==> src/rtl/cdb_arbiter.sv <==
// cdb_arbiter: common-data-bus arbiter that moves functional-unit results through
//   one-entry holding buffers onto a single registered broadcast bus.
// Latency: a result accepted on edge k is broadcast in the cycle after edge k+1
//   when it does not have to wait for other requesters.
// Backpressure: req_ready[i] is low only while buffer i is full and not granted.
//   A granted buffer can be refilled on the same edge, so one result per cycle is sustained.
//
// Ports:
//   CLOCK_50, RSTN_N         clock, async active-low reset
//   flush                    synchronous discard of every pending result
//   req_valid/req_data       per-tag result offer (slice i-1 = tag i)
//   req_ready                per-tag accept
//   cdb_valid/cdb_tag/data   registered broadcast (all zero when idle)
//   pending                  per-tag buffer-full flags
// Option: define CDB_ROUND_ROBIN_EN for round-robin grant (default: lowest tag wins).
module cdb_arbiter #(
  parameter int DATA_W  = 32,
  parameter int TAG_W   = 2,
  parameter int NUM_REQ = 3
) (
  input  logic                      CLOCK_50,
  input  logic                      RSTN_N,
  input  logic                      flush,
  input  logic [NUM_REQ-1:0]        req_valid,
  input  logic [NUM_REQ*DATA_W-1:0] req_data,
  output logic [NUM_REQ-1:0]        req_ready,
  output logic                      cdb_valid,
  output logic [TAG_W-1:0]          cdb_tag,
  output logic [DATA_W-1:0]         cdb_data,
  output logic [NUM_REQ-1:0]        pending
);

  logic [NUM_REQ-1:0]             full_q, full_d;
  logic [NUM_REQ-1:0][DATA_W-1:0] buf_q, buf_d;
  logic                           cdb_valid_q, cdb_valid_d;
  logic [TAG_W-1:0]               cdb_tag_q, cdb_tag_d;
  logic [DATA_W-1:0]              cdb_data_q, cdb_data_d;

  logic [NUM_REQ-1:0]             grant;
  logic                           gnt_any;
  logic [TAG_W-1:0]               gnt_tag;
  logic [DATA_W-1:0]              gnt_data;

`ifdef CDB_ROUND_ROBIN_EN
  // Pointer holds the last granted tag (1..NUM_REQ); reset value NUM_REQ makes
  // the first search start at tag 1.
  logic [TAG_W-1:0] rr_ptr_q, rr_ptr_d;
  int               start_idx;

  always_comb begin
    grant     = '0;
    gnt_any   = 1'b0;
    gnt_tag   = '0;
    gnt_data  = '0;
    // Zero-based index of the tag after the last grant, wrapping NUM_REQ -> 1.
    start_idx = (int'(rr_ptr_q) >= NUM_REQ) ? 0 : int'(rr_ptr_q);
    for (int off = 0; off < NUM_REQ; off++) begin
      for (int i = 0; i < NUM_REQ; i++) begin
        if (!gnt_any && (i == (start_idx + off) % NUM_REQ) && full_q[i]) begin
          grant[i] = 1'b1;
          gnt_any  = 1'b1;
          gnt_tag  = TAG_W'(i + 1);
          gnt_data = buf_q[i];
        end
      end
    end
  end

  // Flush freezes the pointer along with discarding the grant.
  assign rr_ptr_d = (gnt_any && !flush) ? gnt_tag : rr_ptr_q;

  always_ff @(posedge CLOCK_50 or negedge RSTN_N) begin
    if (!RSTN_N) rr_ptr_q <= TAG_W'(NUM_REQ);
    else         rr_ptr_q <= rr_ptr_d;
  end
`else
  // Fixed priority: scanning from the top down leaves the lowest full tag.
  always_comb begin
    grant    = '0;
    gnt_any  = 1'b0;
    gnt_tag  = '0;
    gnt_data = '0;
    for (int i = NUM_REQ - 1; i >= 0; i--) begin
      if (full_q[i]) begin
        grant    = '0;
        grant[i] = 1'b1;
        gnt_any  = 1'b1;
        gnt_tag  = TAG_W'(i + 1);
        gnt_data = buf_q[i];
      end
    end
  end
`endif

  // A granted buffer drains on this edge, so it may accept a replacement now.
  assign req_ready = ~full_q | grant;

  always_comb begin
    full_d      = full_q;
    buf_d       = buf_q;
    cdb_valid_d = gnt_any;
    cdb_tag_d   = gnt_tag;
    cdb_data_d  = gnt_data;
    for (int i = 0; i < NUM_REQ; i++) begin
      if (grant[i]) full_d[i] = 1'b0;
      if (req_valid[i] && req_ready[i] && !flush) begin
        full_d[i] = 1'b1;
        buf_d[i]  = req_data[i*DATA_W +: DATA_W];
      end
    end
    if (flush) begin
      full_d      = '0;
      cdb_valid_d = 1'b0;
      cdb_tag_d   = '0;
      cdb_data_d  = '0;
    end
  end

  always_ff @(posedge CLOCK_50 or negedge RSTN_N) begin
    if (!RSTN_N) begin
      full_q      <= '0;
      buf_q       <= '0;
      cdb_valid_q <= 1'b0;
      cdb_tag_q   <= '0;
      cdb_data_q  <= '0;
    end else begin
      full_q      <= full_d;
      buf_q       <= buf_d;
      cdb_valid_q <= cdb_valid_d;
      cdb_tag_q   <= cdb_tag_d;
      cdb_data_q  <= cdb_data_d;
    end
  end

  assign cdb_valid = cdb_valid_q;
  assign cdb_tag   = cdb_tag_q;
  assign cdb_data  = cdb_data_q;
  assign pending   = full_q;

endmodule
==> config.mk <==
export PLATFORM = sky130hd
export DESIGN_NAME = cdb_arbiter
export DESIGN_NICKNAME = d
export VERILOG_FILES = /design/src/rtl/cdb_arbiter.sv
export SDC_FILE = /design/constraint.sdc
export NUM_CORES = 1
export LEC_CHECK = 0
export ABC_AREA = 1
export BUFFER_PORTS_ARGS = -buffer_cell sky130_fd_sc_hd__buf_2
export CAP_MARGIN = 20
export CORE_ASPECT_RATIO = 1.25
export CORE_MARGIN = 10
export CORE_UTILIZATION = 45
export CTS_CLUSTER_SIZE = 24
export DETAILED_ROUTE_END_ITERATION = 8
export PLACE_DENSITY = 0.76
export SYNTH_ARGS = -nofsm -noshare
export SYNTH_HDL_FRONTEND = slang
export SYNTH_SLANG_ARGS = --single-unit
==> constraint.sdc <==
create_clock -name CLOCK_50 -period 1.08 [get_ports CLOCK_50]
set_input_delay 0.054 -clock CLOCK_50 [delete_from_list [all_inputs] [get_ports CLOCK_50]]
set_output_delay 0.054 -clock CLOCK_50 [all_outputs]
set_load 0.005 [all_outputs]
### Word level (Yosys, flattened, before mapping)

Cells that the tools add are included.

| storage, ports and cells | value |
|---|---|
| bits in registers | 134 |
| input port bits | 102 |

| cells by class | value |
|---|---|
| multiplexer cells | 22 |
| bitwise logic cells | 2 |
| reductions and logical operators | 10 |

Operators by type and width:

| kind | number |
|---|---|
| two-way mux 32 bit | 4 |
| two-way mux 3 bit | 4 |
| two-way mux 1 bit | 10 |
| nonzero test 3 bit | 3 |
| two-way mux 2 bit | 4 |
| logical AND 1 bit | 6 |
| NOT 3 bit | 1 |
| bitwise OR 3 bit | 1 |
| zero test 1 bit | 1 |

### Depth between registers and ports, before layout

Gate-level depths: netlist of the first run.

| depth | value |
|---|---|
| depth in word-level cells | 8 |
| gate-level depth with buffers | 7 |
| mapped depth without buffers | 5 |

### Least setup slack after synthesis of the first run

No wires, ideal clock.

| timing | value |
|---|---|
| kind | flip-flop to flip-flop |
| from | register full_q[1], in the netlist pending[1] |
| to | register buf_q[65] (netlist bit) |
| setup time | 0.116 ns |
| data arrival time | 1.100 ns |
| data required time | 0.964 ns |
| setup slack | -0.137 ns |
| cell stages (with the launch flop) | 7 |
| buffers on the path | 2 |
| clock period less this slack | 1.217 ns |
| cell sequence | dfrtp_1 > buf_4 > o21ai_4 > nand2_1 > buf_2 > nand2_1 > nand2_1 |

| on the way | value |
|---|---|
| cells in the longest elaborated chain, start to end | 5 |

Ends and longest elaborated chain:

| element | RTL line | RTL |
|---|---|---|
| start, declared | 33 | `logic [NUM_REQ-1:0] full_q, full_d;` |
| start signal, assigned | 127 | `full_q <= full_d;` |
| two-way mux 3 bit (2 in series) | 84 | `if (full_q[i]) begin` |
| bitwise OR 3 bit | 96 | `assign req_ready = ~full_q \| grant;` |
| logical AND 1 bit (2 in series) | 106 | `if (req_valid[i] && req_ready[i] && !flush) begin` |
| end signal, assigned | 128 | `buf_q <= buf_d;` |
| end, declared | 34 | `logic [NUM_REQ-1:0][DATA_W-1:0] buf_q, buf_d;` |

No other way between the ends.
A chain may end at the register's enable or synchronous reset.

### Worst setup path after layout of the first run

| timing | value |
|---|---|
| from | register full_q[1], in the netlist pending[1] |
| to | output port req_ready[2] |

| on the way | value |
|---|---|
| cells in the longest elaborated chain, start to end | 3 |

Ends and longest elaborated chain:

| element | RTL line | RTL |
|---|---|---|
| two-way mux 3 bit (2 in series) | 84 |  |
| bitwise OR 3 bit | 96 |  |
| end, declared | 26 | `output logic [NUM_REQ-1:0] req_ready,` |

No other way between the ends.

==> results.md, run 1 <==
- Run status: finished with violations
- Failing checks: setup timing
- Actual slew at the worst max-slew pin: 0.5920 ns
- Crit path DAT: 1.29 ns
- HPWL Detailed: approximately 12,000 um
- Synth Register Bits: 134
- DR vias: just over 6,000
- Final Hold Fails: 0
- Asr flop ratio synth: 1.000
- CP max FO: 4
- Antenna violations before repair: 2
- DRC Markers: 0
- # rows: 46
- CP endpoint kind: output pin
- Grt total ovfl: 0
- Post-Syn Area: 0.005877 mm2
- CTS tree: built
- Area growth syn-to-layout: 63.02%
- Pin count of the biggest net entering global routing: 46
- Setup CP Type: reg2out
- Final Skew: 0.01232 ns
- Number of I/O pins: around 140
- 1st-iter DRT viols: 600
- Die width: 122.2 um
- Area contributors post-synth: dfrtp_1 57%, nand2_1 17%, nor2_1 4.1%, nand4_1 3.4%, inv_1 3.3%
- Minimum clock period: 1.347 ns
- First-pass GRT wire length: 33,150 um
- PnR worst setup slack: -0.2672 ns
- Unrepaired setup endpoints after global routing: true
- WL final: 22,830 um
- Clk_lat worst skew: about 0.42 ns
- Final cell count without fillers: between 1,000 and 1,500
- LEAKAGE: 4.984 nW
- Multi-input gate area: 0.002470 mm2
- Final setup fails: around 110
- Area leader, netlist: dfrtp_1
- Via density: 5.268
- Placed instance area: 0.006975 mm2
- Reg area: 0.003357 mm2
- Vias in the first global route: ~6,400
- Share of layout cells above drive strength 1: 0.3474
- Setup slack, reg-to-reg: -0.26 ns
- R2R cell count: 6
- Post-synth top area share: 0.5706
- Mapped Nets: between 800 and 900
- Gr usage total: 0.2335
- Fin. max-slew vios: 0
- Cells after Synth: ~700
- Placer Congestion: 0.8039
- CTS root buf: clkbuf_16
- Routed Antenna Nets: 0
- Util after Layout: 0.7532
- Syn_area_per_cell: 8.254 um2
- Sink Count: roughly 130
- CTS buffer count: 17
- Port Buffers: around 140
- Core ar.: approximately 0.013 mm2
- DIE AREA: 0.01806 mm2
- Initial Utilization: 0.4620
- FMAX: 742.3 MHz
- Slew headroom: 0.6053
- WHS: 0.07506 ns
- H-tree depth: 4
- Hold WC Path Type: in2async
- Filler cell count: between 700 and 800
- Clock tree buffer depth: 2
- Sequential element share of the synthesized area: 0.5706
- Router iterations before antenna repair: 5
- Clock-pin slew on the worst setup and hold paths: 0.07 ns
- Cell with the most instances after synthesis: nand2_1
- P per Cell Area: 1557 mW/mm2
- Final #Nets: 1,082
- Yosys cell types: 21
- Maximum vdd drop: 0.001224 V
- Reported max-cap violation count: 0
- WL/cell: 19.63 um
- Synth Flop Type: dfrtp_1
- Post-synth EDFFs: 0
- Startpoint type of the worst setup path: flop
- Tcrit/Tclk final: 1.247
- Data required, critical path: 1.03 ns
- Finished Cell Area: around 0.0096 mm2
- Yosys warnings: 0
- Place WS: -0.1983 ns
- Top post-synthesis cells by count: 259 x nand2_1, 134 x dfrtp_1, 64 x nor2_1
- Chip height: 147.8 um
- Placed cell count: 1,008
[area by class of cell]
type | count | area share
antenna | 2 | 0.0005224
clock buffer | 17 | 0.04440
clock inverter | 15 | 0.02024
inverter | 69 | 0.02912
multi-input combinational | 461 | 0.2578
sequential | 134 | 0.3504
tap | 168 | 0.02194
timing repair buffer | 297 | 0.2756
[kinds of logic (layout without fill, tap and decap cells)]
kind of cell	count (synthesis)	after routing	synth area share
AOI/OAI and AO/OA	69	69	0.06068
other	1	3	0.0006381
and+or+nand+nor	391	391	0.2721
buffers and inverters	117	398	0.09602
DFF	134	134	0.5706
[sequential cells by signal, summed over array words and instances (netlist names)]
signal     flops
cdb_valid      1
cdb_data      32
pending        3
buf_q         96
cdb_tag        2
[metal layers]
metal,global-route usage,share of wire
met5,0,0
met4,0.1187,0.044
met3,0.06212,0.083
met2,0.3927,0.51
met1,0.2652,0.36
[critical path: stages, from the launching register on]
cell     delay [ns]
dfrtp_2        0.45
o21ai_4        0.21
buf_6          0.13
buf_6          0.08
[cell usage in the layout (no fill, tap or decap), types with 2 or more instances in the layout]
cell and count:
a21oi_1 21, a21oi_2 14, buf_12 16, buf_2 137, buf_4 18, buf_6 12
buf_8 5, bufbuf_16 4, bufinv_16 3, clkbuf_16 23, clkinv_1 14, clkinv_4 2
clkinvlp_4 3, dfrtp_1 131, dfrtp_2 3, diode_2 2, dlygate4sd3_1 98, inv_1 48
inv_2 4, inv_6 7, nand2_1 192, nand2_2 38, nand2_4 29, nand3_1 33
nand4_1 32, nor2_1 45, nor2_2 6, nor2_4 13, o21ai_0 9, o21ai_1 24
[power by group]
| group | switching [mW] | leakage (nW) | internal [mW] | total, mW |
|---|---|---|---|---|
| logic | 1.38 | 2.99 | 1.32 | 2.70 |
| registers | 0.461 | 1.70 | 5.63 | 6.09 |
| clock network | 2.43 | 0.294 | 3.70 | 6.13 |
[repair_timing]
item | 4_1_cts | 5_1_grt
hold endpoints to repair | 231 | 0
pin swaps | 29 | 23
gates cloned | 5 | 7
setup endpoints to repair | 104 | 106
hold buffers | 98 | 0
setup buffers | 12 | 1
resized for setup | 60 | 123
[final timing paths]
kind / to / start
min: buf_q[27] / RSTN_N
min reg2reg: buf_q[76] / buf_q[76]
max reg2reg: buf_q[76] / pending[1]
min in group CLOCK_50: buf_q[59] / req_valid[1]
max: req_ready[2] / pending[1]
max in group asynchronous: buf_q[52] / RSTN_N
[stage by stage]
step / TNS, ns / power, mW
3_5_place_dp: -13.33 / 7.778
4_1_cts: -15.78 / 14.37
5_1_grt: -22.25 / 15.44
2_1_floorplan: -5.890 / 6.937
6_report: -18.55 / 14.92
3_3_place_gp: -11.08 / 7.716
Power figures use the tool's default switching activity.
==> inputs of run 2 (changes only) <==
SKIP_LAST_GASP = 1   (was default)
==> run 2 against run 1 <==
  * The flow still finishes with violations (setup timing)
  * Die area unchanged
  * Hold slack worse by 0.016 ns
  * Register-to-register slack worse by 0.03 ns
  * Combinational power rose by 6%
  * Worst setup slack lost 0.026 ns
  * Via count rose by 3.1%
  * Count of clock-buffer cells in the layout is the same
  * Flip-flop and latch count is the same
  * Sequential power about the same
  * First-iteration DRC count fell by 4.7%
  * Sequential share of layout area is 0.89 points lower
  * Global-route usage grew 0.24 points
  * Critical endpoint is now pending[0]
==> results.md, run 2 (synthesized netlist as in run 1, its figures left out) <==
- Router iterations before antenna repair: 5 (unchanged)
- CP endpoint kind: output pin
- Slowest-stage cell, CP: dfrtp_2
- Maximum vdd drop: 0.001157 V (-5.5%)
- WL/cell: 20.75 um (+5.7%)
- CTS root buf: clkbuf_16
- Chip height: 147.8 um (unchanged)
- Crit path cell chain: buf_6, buf_12, buf_6
- PnR worst setup slack: -0.2935 ns (-0.02629 ns)
- Clock tree buffer depth: 2 (unchanged)
- Crit-path max cell delay: 0.47 ns (+0.02 ns)
- FMAX: 728.0 MHz (-1.9%)
- Failing checks: setup timing
- Routed Antenna Nets: 0 (unchanged)
- Setup TNS: -20.04 ns (-1.489 ns)
- Slew headroom: 0.6177 (+0.01238)
- Core ar.: 0.01272 mm2 (unchanged)
- Vias in the first global route: 6,461 (+0.73%)
- CTS buffer count: 17 (unchanged)
- # rows: 46 (unchanged)
- Worst r2r dst: cdb_data[21]
- Pin count of the biggest net entering global routing: 46 (unchanged)
- Number of I/O pins: 143 (unchanged)
- Area growth syn-to-layout: 67.26%
- Reg2reg start: pending[1]
- Setup CP Type: reg2out
- Die width: 122.2 um (unchanged)
- Unrepaired setup endpoints after global routing: true
- Final Skew: 0.01107 ns (-0.001242 ns)
- Largest Register: buf_q
- Fin. max-slew vios: 0 (unchanged)
- Leading cell type in the layout, fill and taps excluded: nand2_1
- Sink Count: 134 (unchanged)
- H-tree depth: 4 (unchanged)
- Data required, critical path: 1.03 ns (about the same)
- CP top delay family: flip-flops
- LEAKAGE: 5.093 nW (+2.2%)
- Buf/Inv on CP: 3 (+1)
- Grt total ovfl: 0 (unchanged)
- DIE AREA: 0.01806 mm2 (unchanged)
- Tcrit/Tclk final: 1.272 (+0.02434)
- Actual slew at the worst max-slew pin: 0.5734 ns (-0.01857 ns)
- Commonest cells after routing, fill and taps aside: 184 x nand2_1, 137 x buf_2, 131 x dfrtp_1, 98 x dlygate4sd3_1, 46 x inv_1
- Final Hold Fails: 0 (unchanged)
- Via density: 5.406 (+2.6%)
- Port Buffers: 141 (unchanged)
- 1st-iter DRT viols: 572 (-4.7%)
- CP max FO: 8 (+4)
- WHS: 0.05909 ns (-0.01597 ns)
- P per Cell Area: 1547 mW/mm2 (-0.66%)
- Minimum clock period: 1.374 ns (+0.02629 ns)
- Util after Layout: 0.7728 (+0.01958)
- R2R cell count: 6 (unchanged)
- First-pass GRT wire length: 33,510 um (+1.1%)
- Filler cell count: 720 (-5.4%)
- Setup slack, reg-to-reg: -0.29 ns (-0.03 ns)
- Antenna violations before repair: 1 (-1)
- Initial Utilization: 0.4620 (unchanged)
- DR vias: 6,320 (+3.1%)
- Final #Nets: 1,089 (+0.65%)
- Cell count along the critical path: 3 (unchanged)
- Run status: finished with violations
- Share of layout cells above drive strength 1: 0.3850 (+0.03757)
- Number of flip-flops in the largest register: 96 (unchanged)
- Final setup fails: 106 (unchanged)
- Clk_lat worst skew: 0.43 ns (about the same)
- Hold WC Path Type: in2async
- CTS tree: built
- Top cell by count, worst path: buf_6
- HPWL Detailed: 11,890 um (unchanged)
- Placer Congestion: 0.8039 (unchanged)
- Reported max-cap violation count: 0 (unchanged)
- Crit path DAT: 1.32 ns (+0.03 ns)
- Gr usage total: 0.2359 (+0.002391)
- Clock-pin slew on the worst setup and hold paths: 0.07 ns (about the same)
- WL final: 24,250 um (+6.2%)
- Startpoint type of the worst setup path: flop
- DRC Markers: 0 (unchanged)
[run 2: cell count changes in the layout (fill, tap and decap cells not counted), moves of 3 or more]
cell,delta
clkinv_1,-4
nand2_4,+6
inv_2,+6
clkbuf_16,+3
buf_12,+3
nor2_1,-15
bufbuf_16,-3
a21oi_1,-3
a21oi_2,+3
nor2_4,+7
nor2_2,+8
nand2_1,-8
[run 2: how the worst max path moves through the flow]
stage                           from           end  slack (ns)
final                     pending[0]    pending[0]       -0.29
after global routing      pending[1]  cdb_data[21]       -0.36
after CTS                 pending[1]  req_ready[2]       -0.25
after detailed placement  pending[0]   cdb_data[4]       -0.20
after global placement    pending[0]     buf_q[94]       -0.15
after floorplan           pending[1]     buf_q[36]        -0.1
[run 2: what timing repair did]
action | in CTS | in global routing
endpoints found under the hold margin | 231 | 0
endpoints found under the setup margin | 104 | 106
hold buffers | 98 | 0
resized for setup | 57 | 180
cloned | 5 | 12
pin swaps | 29 | 52
setup buffers | 12 | 4
[run 2: cell type report]
type | instances | area [um2] | share of cell area
antenna | 1 | 2.502 | 0.0002546
clock buffer | 17 | 425.4 | 0.04328
clock inverter | 15 | 193.9 | 0.01973
inverter | 69 | 286.5 | 0.02915
multi-input combinational | 461 | 2603 | 0.2648
sequential | 134 | 3357 | 0.3415
tap | 168 | 210.2 | 0.02138
timing repair buffer | 304 | 2751 | 0.2799
[run 2: metal layers]
| metal | wire length (um) | track usage | vias up |
|---|---|---|---|
| met5 | 0 | 0 | - |
| met4 | 1379 | 0.1151 | 0 |
| met3 | 1868 | 0.05945 | 122 |
| met2 | 12310 | 0.3964 | 382 |
| met1 | 8692 | 0.2721 | 3034 |
| li1 | - | - | 2782 |
[run 2: stage by stage]
step / cell area [um2] / setup slack [ns] / total power, mW / cells
after floorplan: 5926 / -0.09545 / 6.937 / 712
after global placement: 6975 / -0.1481 / 7.716 / 1008
after detailed placement: 6975 / -0.1983 / 7.778 / 1008
after CTS: 9004 / -0.2476 / 14.36 / 1154
after global routing: 9829 / -0.3587 / 15.68 / 1169
final: 9829 / -0.2935 / 15.20 / 1169
[run 2: power by group]
group / internal [mW] / switching [mW] / total (mW)
Clock: 3.70 / 2.52 / 6.22
Sequential: 5.63 / 0.495 / 6.12
Combinational: 1.38 / 1.48 / 2.86
==> inputs of run 3 (changes only) <==
TNS_END_PERCENT = 1   (was default)
==> run 3 against run 2 <==
  * Routed wire length decreased by 21%
  * Via count decreased by 9.0%
  * First-iteration DRC count decreased by 33%
  * Clock power decreased by 2%
  * Die area unchanged
  * Critical endpoint is now req_ready[2]
  * Fmax increased by 1.2%
  * Clock skew decreased by 0.0034 ns
  * The flow still finishes with violations (setup timing)
  * Non-clock buffer count decreased by 21
==> results.md, run 3 (synthesized netlist as in run 1, its figures left out) <==
- # rows: 46 (unchanged)
- Final Skew: 0.007717 ns (-0.003358 ns)
- CTS tree: built
- Minimum clock period: 1.357 ns (-0.01680 ns)
- Util after Layout: 0.6773 (-0.09551)
- Core ar.: 0.01272 mm2 (unchanged)
- H-tree depth: 4 (unchanged)
- Setup CP Type: reg2out
- Gr usage total: 0.2177 (-0.01822)
- Tcrit/Tclk final: 1.256 (-0.01556)
- Worst r2r dst: buf_q[38]
- DR vias: 5,749 (-9.0%)
- WL/cell: 16.66 um (-20%)
- Number of flip-flops in the largest register: 96 (unchanged)
- Failing checks: setup timing
- CTS root buf: clkbuf_16
- FMAX: 737.1 MHz (+1.2%)
- P per Cell Area: 1642 mW/mm2 (+6.2%)
- Grt total ovfl: 0 (unchanged)
- R2R cell count: 5 (-1)
- WL final: 19,110 um (-21%)
- Pin count of the biggest net entering global routing: 42 (-8.7%)
- Initial Utilization: 0.4620 (unchanged)
- CP endpoint kind: output pin
- Sink Count: 134 (unchanged)
- Vias in the first global route: 5,930 (-8.2%)
- DRC Markers: 0 (unchanged)
- Data required, critical path: 1.03 ns (about the same)
- Hold WC Path Type: in2reg
- CTS buffer count: 17 (unchanged)
- Chip height: 147.8 um (unchanged)
- Placer Congestion: 0.8478 (+5.5%)
- Number of I/O pins: 143 (unchanged)
- Reg2reg start: pending[1]
- Final Hold Fails: 0 (unchanged)
- Routed Antenna Nets: 0 (unchanged)
- Reported max-cap violation count: 0 (unchanged)
- Largest Register: buf_q
- Leading cell type in the layout, fill and taps excluded: nand2_1
- Router iterations before antenna repair: 5 (unchanged)
- Hold Path End: pending[1]
- Hold path start: req_valid[1]
- Share of layout cells above drive strength 1: 0.2308 (-0.1542)
- Clk_lat worst skew: 0.42 ns (about the same)
- 1st-iter DRT viols: 383 (-33%)
- Antenna violations before repair: 0 (-1)
- Run status: finished with violations
- Final #Nets: 1,068 (-1.9%)
- HPWL Detailed: 11,700 um (-1.6%)
- WHS: 0.04662 ns (-0.01247 ns)
- CP max FO: 2 (-6)
- Final setup fails: 105 (-0.94%)
- Setup slack, reg-to-reg: -0.25 ns (+0.04 ns)
- LEAKAGE: 4.630 nW (-9.1%)
- Die width: 122.2 um (unchanged)
- Filler cell count: 921 (+28%)
- Clock tree buffer depth: 2 (unchanged)
- Hold path cells: 3
- Unrepaired setup endpoints after global routing: true
- Fin. max-slew vios: 0 (unchanged)
- Maximum vdd drop: 0.0008968 V (-22%)
- Power, Total: 14.15 mW (-6.9%)
- PnR worst setup slack: -0.2767 ns (+0.01680 ns)
- Clock-pin slew on the worst setup and hold paths: 0.06 ns (about the same)
- Via density: 5.012 (-7.3%)
- Crit path DAT: 1.30 ns (-0.02 ns)
- Area growth syn-to-layout: 46.58%
- Ant diodes: 0 (-1)
- Commonest cells after routing, fill and taps aside: 258 x nand2_1, 139 x buf_2, 133 x dfrtp_1, 98 x dlygate4sd3_1, 63 x nor2_1
- Port Buffers: 141 (unchanged)
- First-pass GRT wire length: 30,820 um (-8.1%)
- DIE AREA: 0.01806 mm2 (unchanged)
- Startpoint type of the worst setup path: flop
[run 3: final cells by class]
class                      instances  area (um2)  share of cell area
clock inverter                    14       186.4             0.02164
multi-input combinational        461        1969              0.2286
inverter                          69       259.0             0.03007
tap                              168       210.2             0.02440
clock buffer                      18       439.2             0.05098
timing repair buffer             283        2196              0.2549
sequential                       134        3354              0.3894
[run 3: per-stage QoR]
| step | instances | TNS [ns] | area [um2] | setup slack [ns] |
|---|---|---|---|---|
| 6_report | 1147 | -19.09 | 8615 | -0.2767 |
| 3_5_place_dp | 1010 | -10.43 | 6908 | -0.1552 |
| 4_1_cts | 1147 | -18.78 | 8615 | -0.2970 |
| 3_3_place_gp | 1010 | -6.572 | 6908 | -0.1237 |
| 2_1_floorplan | 712 | -6.567 | 5883 | -0.09619 |
| 5_1_grt | 1147 | -26.57 | 8615 | -0.3398 |
[run 3: what timing repair did]
item / CTS / global route
cloned: 1 / 0
buffers inserted: 6 / 0
endpoints found under the hold margin: 231 / 0
resized for setup: 5 / 0
hold buffers: 98 / 0
endpoints found under the setup margin: 104 / 105
pin swaps: 1 / 0
[run 3: worst max-delay path by stage]
stage	start	end	slack, ns	cells after the start
floorplan	pending[1]	buf_q[36]	-0.1	7
global placement	pending[1]	buf_q[77]	-0.12	5
detailed placement	pending[0]	buf_q[40]	-0.16	5
CTS	pending[1]	req_ready[2]	-0.30	4
global route	pending[1]	req_ready[2]	-0.34	4
finish	pending[1]	req_ready[2]	-0.28	4
[run 3: worst max-delay path: stages, from the launching register on]
cell	delay, ns
dfrtp_1	0.38
buf_6	0.12
o21ai_4	0.17
buf_12	0.13
buf_6	0.08
[run 3: report_power, final]
group	internal [mW]	total, mW	switching, mW
registers	5.63	5.97	0.339
clock network	3.76	6.10	2.34
logic	0.984	2.08	1.10
[run 3: routing by layer]
layer / global-route usage / wire, um / vias to the layer above
met5: 0 / 0 / -
met4: 0.1122 / 718 / 0
met3: 0.06174 / 1427 / 66
met2: 0.3557 / 9635 / 275
met1: 0.2532 / 7326 / 2680
li1: - / - / 2728
